## src/rtl/mult_accumulator.sv

```systemverilog
// ============================================================================
// Module      : mult_accumulator
// Description : Sums N_TERMS consecutive valid products into a dot-product
//               result presented on a valid/ready output slot.
// Revision    : 1.0 - initial release
// ============================================================================
`default_nettype none

module mult_accumulator #(
    parameter int PROD_W  = 16,
    parameter int N_TERMS = 4,
    parameter int ACC_W   = 18
) (
    input  logic                         clk,
    input  logic                         reset,
    input  logic [PROD_W-1:0]            prod,
    input  logic                         prod_vld,
    input  logic                         clr,
    output logic [ACC_W-1:0]             sum,
    output logic                         sum_vld,
    input  logic                         sum_rdy,
    output logic [$clog2(N_TERMS):0]     term_cnt,
    output logic                         ovf
);

    localparam int CNT_W = $clog2(N_TERMS) + 1;

    generate
        if (ACC_W < PROD_W + $clog2(N_TERMS)) begin : g_bad_acc_width
            $error("mult_accumulator: ACC_W too narrow for N_TERMS products of PROD_W bits");
        end
        if (N_TERMS < 1) begin : g_bad_n_terms
            $error("mult_accumulator: N_TERMS must be at least 1");
        end
    endgenerate

    typedef enum logic [0:0] {
        EMPTY = 1'b0,
        FULL  = 1'b1
    } slot_t;

    slot_t            state;
    logic [ACC_W-1:0] acc;
    logic [ACC_W-1:0] done_val;
    logic             last;

    assign done_val = acc + ACC_W'(prod);
    assign last     = prod_vld && (term_cnt == CNT_W'(N_TERMS - 1));
    assign sum_vld  = (state == FULL);

    always_ff @(posedge clk or posedge reset) begin
        if (reset) begin
            acc      <= '0;
            term_cnt <= '0;
            sum      <= '0;
            state    <= EMPTY;
            ovf      <= 1'b0;
        end else if (clr) begin
            acc      <= '0;
            term_cnt <= '0;
            state    <= EMPTY;
            ovf      <= 1'b0;
        end else begin
            if (last) begin
                acc      <= '0;
                term_cnt <= '0;
            end else if (prod_vld) begin
                acc      <= done_val;
                term_cnt <= term_cnt + CNT_W'(1);
            end

            // The slot never stalls accumulation; a completion into an
            // unaccepted slot is dropped and remembered in ovf.
            case (state)
                EMPTY: begin
                    if (last) begin
                        state <= FULL;
                        sum   <= done_val;
                    end
                end
                FULL: begin
                    if (last) begin
                        if (sum_rdy) begin
                            sum <= done_val;
                        end else begin
                            ovf <= 1'b1;
                        end
                    end else if (sum_rdy) begin
                        state <= EMPTY;
                    end
                end
                default: state <= EMPTY;
            endcase
        end
    end

endmodule

`default_nettype wire
```

## config.mk

```make
export PLATFORM = sky130hd
export DESIGN_NAME = mult_accumulator
export DESIGN_NICKNAME = d
export VERILOG_FILES = /design/src/rtl/mult_accumulator.sv
export SDC_FILE = /design/constraint.sdc
export NUM_CORES = 1
export LEC_CHECK = 0
export CAP_MARGIN = 25
export CELL_PAD_IN_SITES_DETAIL_PLACEMENT = 1
export CELL_PAD_IN_SITES_GLOBAL_PLACEMENT = 2
export CORE_AREA = 2 2 89 91
export DETAILED_ROUTE_END_ITERATION = 7
export DIE_AREA = 0 0 91 93
export PLACE_DENSITY_LB_ADDON = 0.1
export SLEW_MARGIN = 10
export SYNTH_ARGS = -nofsm -noshare
export SYNTH_HDL_FRONTEND = slang
export SYNTH_SLANG_ARGS = --single-unit
```

## constraint.sdc

```tcl
create_clock -name clk -period 2.5 [get_ports clk]
set_input_delay 0.5 -clock clk [delete_from_list [all_inputs] [get_ports clk]]
set_output_delay 0.5 -clock clk [all_outputs]
set_load 0.01 [all_outputs]
```

# == After elaboration in Yosys (flattened, before gate mapping) ==
# Cells that the tools add are included.
# totals
regBits,41
input_bits,21
out_inout_bits,23
elab_cells,39
# op_classes
add_sub_neg,2
n_eq_ne,5
n_mux,19
bitwise_logic,2
reduce_logical,6
# op_table
op,n
$mux W18,6
$pmux W18 S2,1
$add A18 B16 Y18,1
$mux W3,3
$mux W1,8
$ne A2 B2 Y1 const B,3
$reduce_and A4 Y1,1
$reduce_bool A2 Y1,2
$add A3 B1 Y3 const B,1
$eq A3 B2 Y1 const B,1
$reduce_and A3 Y1,1
$reduce_bool A3 Y1,1
$ne A2 B1 Y1 const B,1
$not A1 Y1,2
$pmux W1 S2,1
$logic_and A1 B1 Y1,1

# == Depth between registers and ports, before layout ==
# Gate-level depths: netlist of the first run.
# depth
depth_word,5
mapped_depth,9

# == Worst setup path before layout of the first run ==
# OpenSTA, ideal clock, no wires.
# synth_path
path_kind,input port to flip-flop
startpoint,in prod[0]
endpoint,reg sum[12]
arrival_ns,2.272
required_ns,2.375
slack_ns,0.103
path_stages,9
path_cell_list,ha_1 -> fa_1 -> a21o_1 -> and4_1 -> o211ai_1 -> and3_1 -> buf_2 -> xnor2_1 -> mux2_2
# synth_between
elab_chain_cells,4
elab_cells_between_ends,5
classes_between,add/sub (1); mux (4)
# synth_rtl
item,line,text
"start, declared",16,"input logic [PROD_W-1:0] prod,"
$add A18 B16 Y18 *,47,assign done_val = acc + ACC_W'(prod);
$mux W18,83,if (sum_rdy) begin
$mux W18,82,if (last) begin
$pmux W18 S2 *,74,case (state)
"end signal, assigned",78,sum <= done_val;
"end signal, assigned",84,sum <= done_val;
"end, declared",19,"output logic [ACC_W-1:0] sum,"
# Every way passes the cells marked *; elsewhere a longest branch is shown, timed or not. The select of a mux whose other input is x is not followed.
# A chain may end at the register's enable or synchronous reset.

# == Final worst setup path of the first run ==
# layout_path
startpoint,in prod[11]
endpoint,reg sum[17]
# The elaborated chain is that of the path after synthesis.

==> results of run 1 <==
==> synthesized netlist by cell type (all sizes together) (2+ instances only) <==
library cell   n
clkbuf         5
xnor2         10
nand3b         2
nand2         38
ha            17
xor2           3
o21bai         2
nor2          10
nand2b         2
nor3           2
and2           5
a31oi          3
inv            5
nand3          2
a22o          15
mux2           7
a21boi         2
a31o           3
a21oi         14
o21ai         17
and3b          2
nor2b          4
a21o           4
or3            2
a211oi         2
o211ai         3
dfrtp         41
buf            3
and3           4
==> what timing repair did <==
item                                    4_1_cts  5_1_grt
buffers inserted                              1        0
pin swaps                                     6        8
resized for setup                             8       10
endpoints found under the setup margin        8        8
==> cells in the final DEF (no fill, tap or decap), drive strengths merged, types with 2 or more instances in the layout <==
cell and instances:
dfrtp 41, nand3b 2, or3 2, clkdlybuf4s50 41, a21oi 14, nor2b 4, a211oi 2, nor2 10
clkbuf 8, a31oi 3, a21boi 2, a31o 3, inv 4, o21bai 2, and3b 2, mux2 7
o21ai 17, buf 41, a22o 15, nand2b 2, nand3 2, o211ai 3, xnor2 10, nor3 2
and3 4, nand2 38, and2 5, a21o 4, ha 17, xor2 3
==> power breakdown <==
| part | switching (W) | leakage (nW) | total (W) | internal [W] |
|---|---|---|---|---|
| registers | 0.0000646 | 0.554 | 0.000832 | 0.000767 |
| clock network | 0.000235 | 0.0395 | 0.000434 | 0.000199 |
| logic | 0.000416 | 1.00 | 0.000912 | 0.000496 |
| total | 0.000715 | 1.60 | 0.00218 | 0.00146 |
==> cell families after synthesis <==
family          after synthesis  synth area share, %
fa+ha+maj                    18                 9.55
compound gates               74                 22.4
xor+xnor                     13                 4.67
buf+inv                      13                 2.41
flops                        41                 42.1
mux                           7                 3.23
simple gates                 75                 15.7
==> stage by stage <==
stage | power, W | utilization (%) | hold slack (ns) | TNS (ns)
finish | 0.00218 | 45.4 | 0.479 | 0
global route | 0.00236 | 45.4 | 0.514 | 0
CTS | 0.00220 | 44.7 | 0.487 | 0
detailed placement | 0.00173 | 43.3 | 0.466 | -6.35
global placement | 0.00171 | 43.3 | 0.462 | -6.18
floorplan | 0.00132 | - | 0.454 | 0
==> state kept, by name, indices dropped and copies added, names as in the netlist <==
signal	flops
acc	18
ovf	1
sum	18
sum_vld	1
term_cnt	3
==> routing by layer <==
layer	wire length [um]	GRT usage, %	up-vias
li1	-	-	1041
met1	3210	23.0	1037
met2	3180	28.8	32
met3	210	3.38	10
met4	93	4.92	0
met5	0	0	-
==> worst min-delay path by stage <==
stage | slack, ns | cells past startpoint | startpoint | endpoint
detailed placement | 0.47 | 2 | sum[1] | sum[1]
floorplan | 0.45 | 2 | acc[14] | acc[14]
global placement | 0.46 | 2 | sum[1] | sum[1]
global route | 0.51 | 2 | sum[1] | sum[1]
finish | 0.48 | 2 | sum[1] | sum[1]
CTS | 0.49 | 2 | sum[1] | sum[1]
==> final cells by class <==
type	instances	area [um^2]
Fill cell	893	4110
Sequential cell	41	1030
Timing Repair Buffer	84	739
Multi-Input combinational cell	187	1430
Tap cell	102	128
Inverter	5	18.8
Clock buffer	8	80.1
==> worst max-delay path: stages <==
cell and delay (ns):
clkdlybuf4s50_1 0.46, ha_2 0.30, and3_4 0.20, and2_4 0.16, a31o_1 0.22, o2111a_1 0.26
or3_1 0.31, a31o_1 0.21
==> flow_metrics.py, run 1 <==
metrics = {
    "logic_synthesis": {
        "syn_area_per_cell_um2": 10.1,
        "yosys_warnings": 0,
        "synthFlopType": "dfrtp_1",
        "synth_top_cell_by_area": "dfrtp_1",
        "syn_nets": 280,
        "synth_cell_types": 54,
        "synthArstFlopShare_pct": 100,
        "ys_seq_elements": 41,
        "synth_area_leaders": "dfrtp_1 (42%), ha_1 (8.7%), nand2_1 (5.9%)",
        "synth_cells": 241,
        "syn_area_um2": 2440,
        "synth-edff-count": 0,
        "yosys.area.top_type_share_pct": 42.1,
        "synth_seq_area_share_pct": 42.1,
    },
    "timing": {
        "rsz0062_at_grt": "no",
        "worst_slack_ns": 0.0629,
        "timing.fmax_ghz": 0.410,
        "finalCritPeriodShare_pct": 97.5,
        "tightest_slew_ns": 0.550,
        "min_period_ns": 2.44,
        "setup_viol": 0,
        "relSlewSlack_pct": 63.3,
        "clock_skew_ns": 0.00627,
        "hold_violations": 0,
        "slew_violations": 0,
    },
    "placement": {
        "place_area_um2": 3260,
        "place.gp.congestion": 0.760,
        "port_buffers": 43,
        "place_ws_ns": -0.533,
        "dp.cells": 418,
        "dp.final_hpwl_um": 4970,
    },
    "floorplanning": {
        "fp.dieArea_um2": 8460,
        "rows": 32,
        "core_um2": 7530,
        "ios": 44,
        "die_w_um": 91,
        "start_util_pct": 32.4,
        "die_height_um": 93,
    },
    "clocking": {
        "clk_path_buf_depth": 2,
        "clk_pin_slew_ns": 0.08,
        "ctsRootBufferMaster": "clkbuf_8",
        "clock_sinks": 41,
        "cts_made_buffers": 5,
        "htreeDepth": 2,
        "clk_latency_ns": 0.30,
        "cts_tree": "done",
        "cts_hold_buf": 0,
    },
    "grt": {
        "overflow": 0,
        "antenna_found_initial": 0,
        "grt_pass1_wl_um": 11600,
        "grt_max_degree": 42,
        "grt_util_all_layers_pct": 17.3,
        "grt_pass1_vias": 2343,
    },
    "hold_path": {
        "hold_class": "reg -> reg",
    },
    "layout": {
        "fin_area_um2": 3420,
        "drive_gt1_share_pct": 23.4,
        "antennaDiodeCount": 0,
        "layout.nets": 363,
        "area_delta_synth_final_pct": 40.3,
        "final_cell_count_no_fill": 427,
    },
    "worst_setup_path": {
        "critical_path_arrival_ns": 2.63,
        "ff2ff_path_depth": 8,
        "r2r_start": "acc[0]",
        "critPathKind": "in -> reg",
        "reg2reg_slack_ns": 0.21,
        "cp-endpoint": "sum[17]",
        "reg2reg_to": "sum[12]",
        "worst_setup_path_start_kind": "input pin",
        "cp-end-kind": "flip-flop",
        "critPathRequiredTime_ns": 2.69,
        "critPathLaunch": "prod[11]",
        "crit_fanout": 5,
    },
    "drt": {
        "drtIter0Drc": 45,
        "detail-route-antenna-nets": 0,
        "drc": 0,
        "vias_per_cell": 4.96,
        "vias": 2120,
        "dr.pass1.iters": 4,
        "wl_um": 6700,
        "avgRoutedWirePerCell_um": 15.7,
    },
    "power": {
        "p_per_area_nw_per_um2": 637,
        "leakage_nw": 1.60,
        "peakVddDrop_mv": 0.244,
    },
    "status": {
        "status": "finished clean",
    },
    "run": {
        "maxCapViolations": 0,
    },
}
(Power assumes the default switching activity.)
==> run 2, diff against run 1 <==
--- a/config.mk
+++ b/config.mk
@@ -12,7 +12,7 @@
 export DETAILED_ROUTE_END_ITERATION = 7
 export DIE_AREA = 0 0 91 93
 export PLACE_DENSITY_LB_ADDON = 0.1
-export SLEW_MARGIN = 10
+export SLEW_MARGIN = 20
 export SYNTH_ARGS = -nofsm -noshare
 export SYNTH_HDL_FRONTEND = slang
 export SYNTH_SLANG_ARGS = --single-unit
==> results of run 2 <==
Final layout, timing and power as in run 1 (identical DEF).
